## src/rtl/ula_escalonador.sv

```systemverilog
// ula_escalonador: shares one registered 4-bit ALU between two requesters,
// returns results with a one-cycle ACK and drives RESULT onto a 7-segment digit.
`timescale 1ns/1ps
module ula_escalonador #(
  parameter bit RR_EN = 1'b1,
  parameter int CNT_W = 8
) (
  input  logic             CLOCK_50,
  input  logic             RESET_N,
  input  logic             REQ0,
  input  logic [2:0]       OP0,
  input  logic [3:0]       A0,
  input  logic [3:0]       B0,
  input  logic             REQ1,
  input  logic [2:0]       OP1,
  input  logic [3:0]       A1,
  input  logic [3:0]       B1,
  output logic             GNT0,
  output logic             GNT1,
  output logic             ACK0,
  output logic             ACK1,
  output logic [3:0]       RESULT,
  output logic             ERR,
  output logic [CNT_W-1:0] OP_COUNT,
  output logic [6:0]       HEX0
);
  typedef enum logic [1:0] {IDLE, EXEC, DONE} state_t;
  state_t state, state_nx;
  logic ch, last, win, alu_err;
  logic [2:0] op;
  logic [3:0] a, b, alu_res;
  logic [6:0] seg;
  always_comb begin
    win = REQ1 & (~REQ0 | (RR_EN & ~last));
    case (state)
      IDLE:    state_nx = (REQ0 | REQ1) ? EXEC : IDLE;
      EXEC:    state_nx = DONE;
      default: state_nx = IDLE;
    endcase
  end
  always_comb begin
    alu_err = op[2] & op[1];
    case (op)
      3'd0:    alu_res = a & b;
      3'd1:    alu_res = a | b;
      3'd2:    alu_res = a + b;
      3'd3:    alu_res = a - b;
      3'd4:    alu_res = {a[2:0], 1'b0};
      3'd5:    alu_res = {1'b0, a[3:1]};
      default: alu_res = 4'd0;
    endcase
  end
  // active-low segments a..g; codes above 9 and illegal ops stay blank
  always_comb begin
    case (alu_res)
      4'd0:    seg = 7'b0000001;
      4'd1:    seg = 7'b1001111;
      4'd2:    seg = 7'b0010010;
      4'd3:    seg = 7'b0000110;
      4'd4:    seg = 7'b1001100;
      4'd5:    seg = 7'b0100100;
      4'd6:    seg = 7'b0100000;
      4'd7:    seg = 7'b0001111;
      4'd8:    seg = 7'b0000000;
      4'd9:    seg = 7'b0000100;
      default: seg = 7'b1111111;
    endcase
    seg = alu_err ? 7'b1111111 : seg;
  end
  always_ff @(posedge CLOCK_50) begin
    if (!RESET_N) begin
      state    <= IDLE;
      ch       <= 1'b0;
      last     <= 1'b1;
      op       <= 3'd0;
      a        <= 4'd0;
      b        <= 4'd0;
      RESULT   <= 4'd0;
      ERR      <= 1'b0;
      HEX0     <= 7'b1111111;
      OP_COUNT <= '0;
    end else begin
      state <= state_nx;
      if (state == IDLE) begin
        ch <= win;
        op <= win ? OP1 : OP0;
        a  <= win ? A1 : A0;
        b  <= win ? B1 : B0;
      end
      if (state == EXEC) begin
        RESULT <= alu_res;
        ERR    <= alu_err;
        HEX0   <= seg;
      end
      if (state == DONE) begin
        OP_COUNT <= OP_COUNT + 1'b1;
        last     <= ch;
      end
    end
  end
  assign GNT0 = (state != IDLE) & ~ch;
  assign GNT1 = (state != IDLE) & ch;
  assign ACK0 = (state == DONE) & ~ch;
  assign ACK1 = (state == DONE) & ch;
endmodule

```

## config.mk

```make
export PLATFORM = sky130hd
export DESIGN_NAME = ula_escalonador
export DESIGN_NICKNAME = d
export VERILOG_FILES = /design/src/rtl/ula_escalonador.sv
export SDC_FILE = /design/constraint.sdc
export NUM_CORES = 1
export LEC_CHECK = 0
export ABC_CLOCK_PERIOD_IN_PS = 3800
export CAP_MARGIN = 20
export CORE_MARGIN = 2
export CORE_UTILIZATION = 46
export DETAILED_ROUTE_END_ITERATION = 6
export GPL_ROUTABILITY_DRIVEN = 0
export PLACE_DENSITY_LB_ADDON = 0.15
export SYNTH_ARGS = -nofsm -noshare
export SYNTH_HDL_FRONTEND = slang
export SYNTH_SLANG_ARGS = --single-unit
```

## constraint.sdc

```tcl
create_clock -name CLOCK_50 -period 3.8 [get_ports CLOCK_50]
set_clock_uncertainty 0.15 [all_clocks]
set_input_delay 0.76 -clock CLOCK_50 [delete_from_list [all_inputs] [get_ports CLOCK_50]]
set_output_delay 0.76 -clock CLOCK_50 [all_outputs]
set_load 0.1 [all_outputs]
```

==> metrics.txt <==
Worst setup EP type register; Chip Height between 70 and 80 um; Die W ~71 um; Layout Cell Area excl Fill roughly 2700 sq um; RSZ-0062 raised after global routing no; CTS Hold Bufs 0; ys flop type dfxtp_1; post-CTS sizing 0; Synth Register Bits 35; commonest non-fill, non-tap cells in the layout clkdlybuf4s50_1, nand2_1, dfxtp_1; setup tns final 0 ns; Sink Count 35; ANT cells 0; Max IR drop VDD roughly 0.25 mV; Root Buffer clkbuf_8; Worst-Margin Slew 1.015 ns; Synth warnings 0; drt pass-1 iters 4; nets 311; Area after DPL 2577 sq um; initial core utilization approximately 47%; Final setup viols 0; total CTS buffers 5; hold path depth 2; global-route wire length before repair about 7.5 mm; cell area after synthesis 2049 sq um; Arrival @ worst endpoint around 3.4 ns; Finished Layout Cells around 330; register area share after synthesis 34.19%; Max transition margin between 30% and 40%; Syn Nets 262; layout cells sized above 1 9.524%; number of port buffers between 40 and 50; largest net degree at the start of global routing 31; CP cell instances and3b_4 -> mux2i_1 -> fa_1 -> a221oi_1 -> buf_4 -> inv_1 -> ha_1 -> mux2_4 -> and3_1 -> o311ai_2; Core Area ~4300 sq um; vias per cell roughly 5.3; initial antenna violation count 0; Rows 24; post-route ant nets 0; total I/O pin count 50; Via Count about 1700; grt ovf 0; Setup Fix Bufs, Post-CTS 0; aggregate global-route resource usage between 10% and 20%; average cell area after synthesis between 9 and 10 sq um; CP startpoint kind register; worst reg-to-reg path cell count 10; die area 5006 sq um; clock-pin slew of the registers on the worst-case setup and hold paths 0.07 ns; H-tree levels 2; Fin Hold WS approximately 0.32 ns; Pwr Total approximately 1.4 mW; drt total wl 4.266 mm; CTS tree yes; DRT iter0 DRCs between 40 and 50; placed insts 317; Final Slew Violations 0; Area Overhead vs Synth 29.73%; MaxCap Viol Count 0; EDFF count, synth 0; path type of the worst setup path register to register; FFs w/ async S/R, synth 0%; LEAKAGE 1.195 nW; post-detail-place hpwl around 3.2 mm; crit path max fanout 11; later-pin clock latency in the skew report about 0.29 ns; Pwr per Cell Area about 510 nW/um^2; Yosys cell types 47; vias in the first global route between 1500 and 2000; Tmin final ~3.3 ns; Hold Crit Class register to register; Crit path largest cell delay ~0.56 ns; status completed; post-synthesis cell count approximately 220; Final Hold Fails 0; FMAX roughly 300 MHz; DRC errors left 0; drt wl/cell around 13 um; Period Utilization, post-route approximately 88%; worst endpoint required time 3.85 ns; CTS max path bufs 2; slowest CP cell dfxtp_1; most common cell after layout, fill and taps aside clkdlybuf4s50_1; fill count slightly above 400
## state kept, by name, indices dropped and copies added, names as in the netlist
register,cells
RESULT,4
HEX0,7
state,2
last,1
b,4
a,4
op,3
OP_COUNT,8
ch,1
ERR,1
## report_power, final
part,internal (mW),switching (mW),total (mW),leakage (nW)
sequential,0.415,0.0434,0.459,0.289
clock,0.129,0.134,0.262,0.0422
combinational,0.210,0.419,0.629,0.864
total,0.754,0.596,1.35,1.20
## kinds of logic (layout without fill, tap and decap cells)
group | count (synthesis) | after routing | share of synthesized area, %
AND/OR/NAND/NOR | 83 | 83 | 20.70
AO/OA/AOI/OAI | 45 | 45 | 19.90
flip-flops | 35 | 35 | 34.19
buffers and inverters | 20 | 70 | 3.968
multiplexers | 18 | 18 | 9.035
adder cells (fa/ha/maj) | 14 | 14 | 8.791
XOR/XNOR | 8 | 8 | 3.419
## synth_stat cells, types with 2 or more instances
master / instances / area [sq um]
o21ai_0: 8 / 40.04
nand2b_1: 2 / 12.51
and2_1: 10 / 62.56
nand2_1: 37 / 138.9
xnor2_1: 7 / 61.31
ha_1: 12 / 150.1
nor2b_1: 4 / 25.02
o211ai_1: 5 / 37.54
or3_1: 4 / 25.02
and3_1: 3 / 18.77
o21a_1: 2 / 15.01
inv_1: 8 / 30.03
nor3_1: 2 / 10.01
mux2i_1: 17 / 170.2
clkbuf_1: 8 / 30.03
nand4_1: 4 / 25.02
a21boi_0: 3 / 22.52
nand3b_1: 2 / 15.01
nand3_1: 2 / 10.01
buf_2: 2 / 10.01
nor2_1: 8 / 30.03
dfxtp_1: 35 / 700.7
o211a_1: 14 / 140.1
## metrics by stage
| stage | util (%) | worst slack [ns] |
|---|---|---|
| after floorplan | - | 0.5947 |
| after global placement | 59.61 | 0.6448 |
| after detailed placement | 59.61 | 0.5236 |
| after CTS | 61.49 | 0.4734 |
| after global routing | 61.49 | 0.2683 |
| final | 61.49 | 0.4705 |
## cell type report
class                   instances  area (sq um)  share of cell area, %
repair buffers                 53         510.5                  19.20
clock inverters                 1         5.005                 0.1882
flip-flops and latches         35         700.7                  26.35
well taps                      52         65.06                  2.447
inverters                       9         33.78                  1.271
clock buffers                   7         76.32                  2.871
multi-input cells             168          1267                  47.67
## worst max-delay path, delay by kind of cell (launching register included)
| family | cells | cell delay (ns) |
|---|---|---|
| AND/OR/NAND/NOR | 2 | 0.48 |
| adder cells (fa/ha/maj) | 2 | 0.66 |
| buffers and inverters | 2 | 0.26 |
| AO/OA/AOI/OAI | 2 | 0.54 |
| flip-flops | 1 | 0.56 |
| multiplexers | 2 | 0.58 |
## worst paths after layout
path                            startpoint  endpoint  slack (ns)
worst max-delay path                 op[0]   HEX0[2]        0.47
worst min-delay path               HEX0[3]   HEX0[3]        0.32
worst max register to register       op[0]   HEX0[2]        0.47
worst min register to register     HEX0[3]   HEX0[3]        0.32
## routing by layer
metal,GRT usage (%),share of wire (%),vias to the layer above
li1,-,-,884
met1,21.57,45,795
met2,32.92,48,45
met3,4.701,5.3,5
met4,8.595,1.7,0
met5,0,0,-
(Power assumes the default switching activity.)
